<file path="src/rtl/alu_pkg.sv">
// Shared ALU definitions: operation codes, op count, BIST LFSR mask and FSM states.
// Used by the ALU, its golden model and the BIST driver.
package alu_pkg;

    localparam logic [3:0] ALU_ADD = 4'b0000;
    localparam logic [3:0] ALU_SUB = 4'b0001;
    localparam logic [3:0] ALU_AND = 4'b0010;
    localparam logic [3:0] ALU_OR  = 4'b0011;
    localparam logic [3:0] ALU_XOR = 4'b0100;
    localparam logic [3:0] ALU_SLL = 4'b0101;
    localparam logic [3:0] ALU_SRL = 4'b0110;
    localparam logic [3:0] ALU_SRA = 4'b0111;
    localparam logic [3:0] ALU_SLT = 4'b1000;

    localparam int ALU_NUM_OPS = 9;

    localparam logic [31:0] LFSR_MASK = 32'h8020_0003;

    typedef enum logic [2:0] {
        ST_IDLE,
        ST_DRIVE,
        ST_SETTLE,
        ST_CHECK,
        ST_DONE
    } bist_state_e;

    // One step of the right-shifting Galois LFSR.
    function automatic logic [31:0] lfsr_next(input logic [31:0] s);
        return (s >> 1) ^ (s[0] ? LFSR_MASK : 32'h0);
    endfunction

endpackage

</file>
<file path="src/rtl/alu_golden.sv">
// Combinational reference ALU used by the BIST to compute the expected Result.
// Codes outside ADD..SLT produce zero.
module alu_golden (
    input  logic [31:0] a,
    input  logic [31:0] b,
    input  logic [3:0]  ctrl,
    output logic [31:0] result
);
    import alu_pkg::*;

    logic signed [31:0] a_s;
    logic signed [31:0] b_s;
    logic        [4:0]  shamt;

    assign a_s   = a;
    assign b_s   = b;
    assign shamt = b[4:0];

    always_comb begin
        result = 32'h0;
        case (ctrl)
            ALU_ADD: result = a + b;
            ALU_SUB: result = a - b;
            ALU_AND: result = a & b;
            ALU_OR:  result = a | b;
            ALU_XOR: result = a ^ b;
            ALU_SLL: result = a << shamt;
            ALU_SRL: result = a >> shamt;
            ALU_SRA: result = a_s >>> shamt;
            ALU_SLT: result = {31'b0, (a_s < b_s)};
            default: result = 32'h0;
        endcase
    end

endmodule

</file>
<file path="src/rtl/alu_bist.sv">
// BIST driver/checker for the RV32 ALU: walks every op with fixed and LFSR vectors,
// compares the ALU against alu_golden and keeps a verdict with first-failure info.
module alu_bist #(
    parameter int          NUM_VECTORS   = 16,
    parameter int          SETTLE_CYCLES = 1,
    parameter logic [31:0] LFSR_SEED     = 32'hACE1_2468
) (
    input  logic        clk,
    input  logic        rst,
    input  logic        start,
    output logic [31:0] alu_a,
    output logic [31:0] alu_b,
    output logic [3:0]  alu_ctrl,
    input  logic [31:0] alu_result,
    input  logic        alu_zero,
    output logic        busy,
    output logic        done,
    output logic        pass,
    output logic [15:0] err_count,
    output logic [3:0]  first_fail_ctrl,
    output logic [15:0] first_fail_idx
);
    import alu_pkg::*;

    localparam logic [31:0] SEED        = (LFSR_SEED == 32'h0) ? 32'h1 : LFSR_SEED;
    localparam logic [15:0] VEC_LAST    = 16'(NUM_VECTORS - 1);
    localparam logic [15:0] SETTLE_LAST = 16'(SETTLE_CYCLES - 1);
    localparam logic [3:0]  OP_LAST     = 4'(ALU_NUM_OPS - 1);

    bist_state_e state;
    bist_state_e state_nxt;

    logic [3:0]  op;
    logic [15:0] vec;
    logic [15:0] gidx;
    logic [15:0] settle_cnt;
    logic [31:0] lfsr;
    logic [31:0] exp_result;
    logic        exp_zero;
    logic        mismatch;

    alu_golden u_golden (
        .a      (alu_a),
        .b      (alu_b),
        .ctrl   (alu_ctrl),
        .result (exp_result)
    );

    assign exp_zero = (exp_result == 32'h0);
    assign mismatch = (alu_result != exp_result) || (alu_zero != exp_zero);
    assign pass     = (err_count == 16'h0);

    always_comb begin
        state_nxt = state;
        case (state)
            ST_IDLE:   if (start) state_nxt = ST_DRIVE;
            ST_DRIVE:  state_nxt = ST_SETTLE;
            ST_SETTLE: if (settle_cnt == SETTLE_LAST) state_nxt = ST_CHECK;
            ST_CHECK:  state_nxt = (vec == VEC_LAST && op == OP_LAST) ? ST_DONE : ST_DRIVE;
            ST_DONE:   state_nxt = ST_IDLE;
            default:   state_nxt = ST_IDLE;
        endcase
    end

    always_ff @(posedge clk) begin
        if (rst) begin
            state           <= ST_IDLE;
            op              <= 4'h0;
            vec             <= 16'h0;
            gidx            <= 16'h0;
            settle_cnt      <= 16'h0;
            lfsr            <= SEED;
            alu_a           <= 32'h0;
            alu_b           <= 32'h0;
            alu_ctrl        <= 4'h0;
            busy            <= 1'b0;
            done            <= 1'b0;
            err_count       <= 16'h0;
            first_fail_ctrl <= 4'h0;
            first_fail_idx  <= 16'h0;
        end else begin
            state <= state_nxt;
            done  <= 1'b0;
            case (state)
                ST_IDLE: begin
                    if (start) begin
                        op              <= 4'h0;
                        vec             <= 16'h0;
                        gidx            <= 16'h0;
                        lfsr            <= SEED;
                        busy            <= 1'b1;
                        err_count       <= 16'h0;
                        first_fail_ctrl <= 4'h0;
                        first_fail_idx  <= 16'h0;
                    end
                end
                ST_DRIVE: begin
                    settle_cnt <= 16'h0;
                    alu_ctrl   <= op;
                    if (vec == 16'd0) begin
                        alu_a <= 32'h0;
                        alu_b <= 32'h0;
                    end else if (vec == 16'd1) begin
                        alu_a <= 32'h8000_0000;
                        alu_b <= 32'h0000_001F;
                    end else begin
                        alu_a <= lfsr;
                        alu_b <= {lfsr[15:0], lfsr[31:16]};
                        lfsr  <= lfsr_next(lfsr);
                    end
                end
                ST_SETTLE: settle_cnt <= settle_cnt + 16'd1;
                ST_CHECK: begin
                    if (mismatch) begin
                        if (err_count != 16'hFFFF) err_count <= err_count + 16'd1;
                        if (err_count == 16'h0) begin
                            first_fail_ctrl <= alu_ctrl;
                            first_fail_idx  <= gidx;
                        end
                    end
                    gidx <= gidx + 16'd1;
                    if (vec == VEC_LAST) begin
                        vec <= 16'h0;
                        op  <= op + 4'd1;
                    end else begin
                        vec <= vec + 16'd1;
                    end
                end
                // done is registered, so it rises one cycle after DONE, as busy falls.
                ST_DONE: begin
                    done <= 1'b1;
                    busy <= 1'b0;
                end
                default: ;
            endcase
        end
    end

endmodule

</file>
<file path="config.mk">
export PLATFORM = sky130hd
export DESIGN_NAME = alu_bist
export DESIGN_NICKNAME = d
export VERILOG_FILES = /design/src/rtl/alu_pkg.sv /design/src/rtl/alu_golden.sv /design/src/rtl/alu_bist.sv
export SDC_FILE = /design/constraint.sdc
export NUM_CORES = 1
export LEC_CHECK = 0
export BUFFER_PORTS_ARGS = -buffer_cell sky130_fd_sc_hd__buf_2
export CAP_MARGIN = 20
export CORE_ASPECT_RATIO = 1.4
export CORE_MARGIN = 5
export CORE_UTILIZATION = 25
export CTS_CLUSTER_DIAMETER = 40
export DETAILED_ROUTE_END_ITERATION = 8
export PLACE_DENSITY = 0.48
export SLEW_MARGIN = 5
export SYNTH_ARGS = -nofsm -noshare
export SYNTH_HDL_FRONTEND = slang
export SYNTH_HIERARCHICAL = 1
export SYNTH_SLANG_ARGS = --single-unit
</file>
<file path="constraint.sdc">
create_clock -name clk -period 9.1 [get_ports clk]
set_input_delay 1.365 -clock clk [delete_from_list [all_inputs] [get_ports clk]]
set_output_delay 1.365 -clock clk [all_outputs]
set_load 0.005 [all_outputs]
</file>
==> metrics, run 1 <==
run status complete, no violations; Initial DRC Count 1741; most used cell, CP nor4_1; H-tree depth 4; IO buf count ~140; worst skew pair latency roughly 440 ps; CP peak stage delay 940 ps; Remaining DRCs 0; max_cap viols 0; # rows 110; Rel. slew slack between 20 and 30%; antenna cells 0; mean post-synth cell area about 7.3 um2; Max Fclk approximately 140 MHz; Synth Net Count between 2000 and 2500; GRT Total Usage between 20% and 30%; Post-synth EDFFs 0; slowest cell on the critical path o2111a_1; CP Launch Type flip-flop; dpl hpwl about 58 mm; layout cells sized above 1 between 10% and 20%; via count roughly 18000; Max VDD drop about 0.00013 V; Hold Crit Class flip-flop to flip-flop; post-synthesis cell count ~2200; critical-path cell list inv_1, ha_1, fa_1, o21ba_2, nor4_1, nand3b_1, a21oi_1, o31ai_1, a21boi_1, o311ai_0, o211ai_1, xnor2_1, nand4_1, nor4_1, o2111a_1, buf_4, or4_1, a31oi_1; Die ar. between 70000 and 80000 um2; Max Transition Viols Final 0; worst slew pin tran roughly 1100 ps; Fin. Hold Viols 0; initial antenna violation count 1; CTS Buffer Depth 2; Tcrit/Tclk final 81.1%; filler instances just over 7000; Power, Total 1.65 mW; post-CTS sizing 0; # clock sinks roughly 170; RSZ-0062 raised after global routing false; Via density about 5.8; Hold Crit Start lfsr[15]; DRT Pass-1 Iters 6; initial core utilization around a quarter; Syn-to-layout area delta 12.0%; die width approximately 230 um; PD cells 90.3 nW/um2; Reg clk slew, reported paths 70 ps; mean routed wirelength per cell 24.3 um; core region area around 65000 um2; CP required 9390 ps; first-pass GRT wire length 112 mm; Register Area 3350 um2; largest net degree at the start of global routing just over 80; Clock Skew 17.3 ps; CTS Buf Count 17; gr ovfl total 0; CTS Hold Bufs 0; crit path launch alu_a[0]; final number of setup-violating endpoints 0; Final Net Count about 2400; multi-input logic area approximately 12000 um2; # Post-CTS Setup Buffers 0; register bit count reported by yosys approximately 170; Unique masters post-synth 93; worst path arrival time ~7700 ps; CTS Root Buffer Type clkbuf_16; global placer's final weighted congestion 1.00; number of global-route vias before repair about 17000; sequential area share after synthesis 20.5%; Synth Cell Area roughly 16000 um2; Synth Warn # 6; Setup TNS 0 ps; TritonCTS clock tree yes; worst setup path category flip-flop to flip-flop; I/O pins 143; dominant synthesized flop cell dfxtp_1; CP Capture Type flip-flop; P_leak approximately 6.8 nW; drt total wl 76.0 mm; Crit Path Max Fanout 20; async set or reset register ratio after synthesis 0%; reg2reg start alu_a[0]; die height ~310 um; min Tclk post-route between 7000 and 8000 ps; antenna viol nets, final 0
==> placed cells by master, fill, tap and decap left out, drive strengths merged, types with 44 or more instances in the layout <==
| cell | count |
|---|---|
| mux2i | 76 |
| dfxtp | 167 |
| nand4 | 44 |
| nand3 | 71 |
| inv | 120 |
| nor2 | 222 |
| a21oi | 218 |
| buf | 205 |
| o21ai | 166 |
| ha | 107 |
| nand2 | 235 |
==> through the flow <==
step	util, %	area (um2)	std cells	hold slack (ps)	setup slack [ps]
3_5_place_dp	27.4	17700	3093	450	1820
2_1_floorplan	-	16300	2233	437	3800
3_3_place_gp	27.4	17700	3092	444	1740
6_report	28.3	18300	3127	457	1720
5_1_grt	28.3	18300	3127	482	1530
4_1_cts	28.3	18300	3125	461	1790
==> synthesized netlist by cell type, drive strengths merged (6+ instances only) <==
master | instances | area share [%]
nand2 | 235 | 5.4
nor2 | 222 | 5.2
a21oi | 218 | 6.7
dfxtp | 167 | 20
o21ai | 166 | 5.2
inv | 111 | 2.6
ha | 107 | 8.2
clkbuf | 101 | 2.3
buf | 82 | 3.2
mux2i | 76 | 4.7
nand3 | 71 | 2.2
nand4 | 44 | 1.7
a211oi | 42 | 1.9
xnor2 | 42 | 2.3
nor3 | 39 | 1.2
a22oi | 38 | 1.7
nor4 | 33 | 1.3
o211ai | 32 | 1.5
a31oi | 26 | 1.0
mux4 | 26 | 3.6
and3 | 25 | 0.96
o31ai | 25 | 1.3
or3 | 19 | 0.73
a21o | 17 | 0.79
mux2 | 17 | 1.2
o22ai | 17 | 0.65
a221o | 16 | 0.98
or2 | 16 | 0.61
o221ai | 15 | 0.80
nor2b | 14 | 0.54
nand2b | 13 | 0.50
o311ai | 13 | 0.70
and2 | 12 | 0.46
nor3b | 10 | 0.46
o2111ai | 10 | 0.54
or4 | 9 | 0.44
a211o | 8 | 0.44
nand3b | 8 | 0.37
xor2 | 7 | 0.38
a2111oi | 6 | 0.55
a221oi | 6 | 0.32
o21a | 6 | 0.28
o41ai | 6 | 0.32
==> critical path: cells and delay by family, from the launching register on <==
family          cells  cell delay [ps]
compound gates      8             3760
simple gates        5             1130
buf+inv             2              550
flops               1              810
xor+xnor            1              260
fa+ha+maj           2              690
==> report_power, final <==
group	leakage [nW]	total (mW)	internal, mW	switching, mW
sequential	1.35	0.748	0.739	0.00906
combinational	5.14	0.186	0.0562	0.129
clock	0.281	0.717	0.367	0.350
total	6.78	1.65	1.16	0.488
==> registers in the layout, indices dropped and copies added, names as in the netlist <==
signal           count
alu_a               32
alu_b                6
alu_ctrl             4
busy                 1
done                 1
err_count           16
first_fail_ctrl      4
first_fail_idx      16
gidx                16
lfsr                32
op                   4
settle_cnt          16
state                3
vec                 16
==> logic make-up after synthesis <==
logic type	Yosys count	share of synthesized area (%)
flip-flops	167	20.5
AND/OR/NAND/NOR	786	22.9
adder cells (fa/ha/maj)	109	8.45
XOR/XNOR	49	2.63
AO/OA/AOI/OAI	708	28.0
buffers and inverters	295	8.08
multiplexers	119	9.42
==> layer usage <==
metal  vias to the layer above  routed length, um  track usage [%]
li1                       8252                  -                -
met1                      8675              29800             24.8
met2                       870              35700             34.2
met3                       200               4960             2.94
met4                         0               5580             12.4
met5                         -                  0                0
==> area by class of cell <==
class	instances	area share, %
clock buffer	17	2.33
clock inverter	15	0.849
inverter	112	2.30
multi-input combinational	1771	63.9
sequential	167	18.3
tap	840	5.75
timing repair buffer	205	6.49
==> final timing paths <==
path	slack, ps	cells after the start	endpoint
min	460	2	lfsr[15]
min reg2reg	460	2	lfsr[15]
max	1720	18	err_count[12]
max reg2reg	1720	18	err_count[12]
(Power assumes the default switching activity.)
==> inputs of run 2 (changes only) <==
ABC_AREA = 1   (was not set)
clock period = 7.11 ns   (was 9.1 ns; I/O delays follow)
==> run 2 against run 1 <==
  * Worst setup slack got worse by 230 ps
  * Sequential cell count did not move
  * Count of clock-buffer cells in the layout rose by 1
  * Critical endpoint is now first_fail_idx[10]
  * Largest cell class unchanged
==> metrics, run 2 <==
CP peak stage delay 830 ps (-110 ps); initial antenna violation count 10 (+9); worst setup path category flip-flop to flip-flop; TritonCTS clock tree yes; dpl hpwl 72.0 mm (+25%); number of global-route vias before repair 21000 (+22%); Hold Crit Class flip-flop to flip-flop; slowest cell on the critical path dfxtp_1; die width 238 um (+5.4%); Synth Warn # 6 (unchanged); commonest cells after routing, fill and taps aside nand2_1, nand3_1, inv_1, nor2_1, a21oi_1; most common cell in the netlist nand2_1; # Post-CTS Setup Buffers 0 (unchanged); sequential area share after synthesis 18.4% (-2.1 points); worst skew pair latency 440 ps (about the same); Die ar. 78400 um2 (+11%); Max Fclk 178 MHz (+31%); CP required 7470 ps (-1920 ps); Via density 5.10 (-11%); drt total wl 90.4 mm (+19%); synth top area cells nand2_1, dfxtp_1, nand3_1, inv_1, ha_1; share of the synthesized area in the top cell type 22.0% (+1.5 points); Yosys top cell by area nand2_1; dominant synthesized flop cell dfxtp_1; filler instances 8461 (+18%); I/O pins 143 (unchanged); run status complete, no violations; mean post-synth cell area 5.59 um2 (-24%); # clock sinks 167 (unchanged); async set or reset register ratio after synthesis 0% (unchanged); final number of setup-violating endpoints 0 (unchanged); CTS Hold Bufs 0 (unchanged); initial core utilization 25.1% (-0.15 points); first-pass GRT wire length 133 mm (+18%); IO buf count 142 (unchanged); DRT Pass-1 Iters 6 (unchanged); PD cells 129 nW/um2 (+42%); mean routed wirelength per cell 21.2 um (-13%); core region area 72500 um2 (+12%); Remaining DRCs 0 (unchanged); CP Launch Type flip-flop; die height 329 um (+5.5%); worst slew pin tran 997 ps (-74.2 ps); Commonest cells post-synth nand2_1, nand3_1, inv_1; hold_ws 458 ps (+1.24 ps); Reg clk slew, reported paths 70 ps (about the same); layout cells sized above 1 8.53% (-6.0 points); # rows 117 (+6.4%); largest net degree at the start of global routing 66 (-20%); post-synthesis cell count 3260 (+46%); Synth Net Count 3405 (+43%); CP Capture Type flip-flop; H-tree depth 4 (unchanged); CTS Buf Count 17 (unchanged); Unique masters post-synth 63 (-32%); RSZ-0062 raised after global routing false; Max VDD drop 0.000139 V (+8.2%); most used cell, CP nand2_1; via count 21800 (+21%); register bit count reported by yosys 167 (unchanged); min Tclk post-route 5620 ps (-1760 ps); Final Net Count 3448 (+43%); gr ovfl total 0 (unchanged); antenna viol nets, final 0 (unchanged); Fin. Hold Viols 0 (unchanged); CTS Buffer Depth 2 (unchanged); Crit Path Max Fanout 26 (+30%); P_leak 9.56 nW (+41%); Setup TNS 0 ps (unchanged); setup slack, reg-to-reg 1490 ps (-230 ps); Rel. slew slack 33.4% (+4.9 points); Post-synth EDFFs 0 (unchanged); Max Transition Viols Final 0 (unchanged); Initial DRC Count 1906 (+9.5%); CTS Root Buffer Type clkbuf_16; global placer's final weighted congestion 1.04 (+3.6%); max_cap viols 0 (unchanged); most common cell after layout, fill and taps aside nand2_1; worst path arrival time 5980 ps (-1690 ps); Largest regs alu_a: 32 flops, lfsr: 32 flops; Clock Skew 12.6 ps (-4.65 ps); post-CTS sizing 0 (unchanged); Synth Cell Area 18200 um2 (+12%); Tcrit/Tclk final 79.0% (-2.1 points); Syn-to-layout area delta 10.9%; GRT Total Usage 22.1% (+1.6 points)
run 2: power breakdown:
part	total [mW]	internal (mW)	switching [mW]
combinational	0.638	0.172	0.466
sequential	1.01	0.971	0.0434
clock	0.945	0.527	0.418
run 2: area by class of cell:
type	instances	area (um2)	area share, %
well taps	952	1190	5.90
inverters	395	1480	7.34
clock inverters	14	164	0.811
repair buffers	187	1070	5.30
clock buffers	18	429	2.12
flip-flops and latches	167	3350	16.6
multi-input cells	2535	12500	61.9
diodes	4	10.0	0.0495
run 2: layer usage:
layer,up-vias,GRT usage [%],wire [um]
li1,10600,-,-
met5,-,0,67
met2,846,37.9,42600
met1,10000,25.2,34500
met3,246,4.02,6050
met4,10,14.2,7130
run 2: final timing paths:
kind	startpoint	to	depth (start not counted)
worst max-delay path	alu_a[0]	first_fail_idx[10]	28
worst min-delay path	lfsr[5]	lfsr[5]	2
worst max register to register	alu_a[0]	first_fail_idx[10]	28
worst min register to register	lfsr[5]	lfsr[5]	2
run 2: critical path: cells and delay by family (launching register included):
kind / cells / cell delay (ps)
flip-flops: 1 / 830
AO/OA/AOI/OAI: 1 / 160
adder cells (fa/ha/maj): 2 / 700
AND/OR/NAND/NOR: 22 / 3310
buffers and inverters: 3 / 520
run 2: logic make-up (layout without fill, tap and decap cells):
logic type / count (synthesis) / count (layout) / synth area share [%]
multiplexers: 1 / 1 / 0.124
XOR/XNOR: 31 / 31 / 1.49
AND/OR/NAND/NOR: 1939 / 1939 / 45.4
other: 0 / 4 / 0
flip-flops: 167 / 167 / 18.4
buffers and inverters: 558 / 614 / 13.0
adder cells (fa/ha/maj): 109 / 109 / 7.57
AO/OA/AOI/OAI: 455 / 455 / 14.1
run 2: through the flow:
stage	instances	total power, mW	utilization, %	instance area [um2]	worst slack [ps]
finish	4272	2.60	27.9	20200	1490
global route	4268	2.74	27.9	20200	1210
CTS	4268	2.62	27.9	20200	1660
detailed placement	4236	1.67	27.1	19600	1670
global placement	4235	1.67	27.0	19600	1630
floorplan	3260	1.45	-	18200	3630
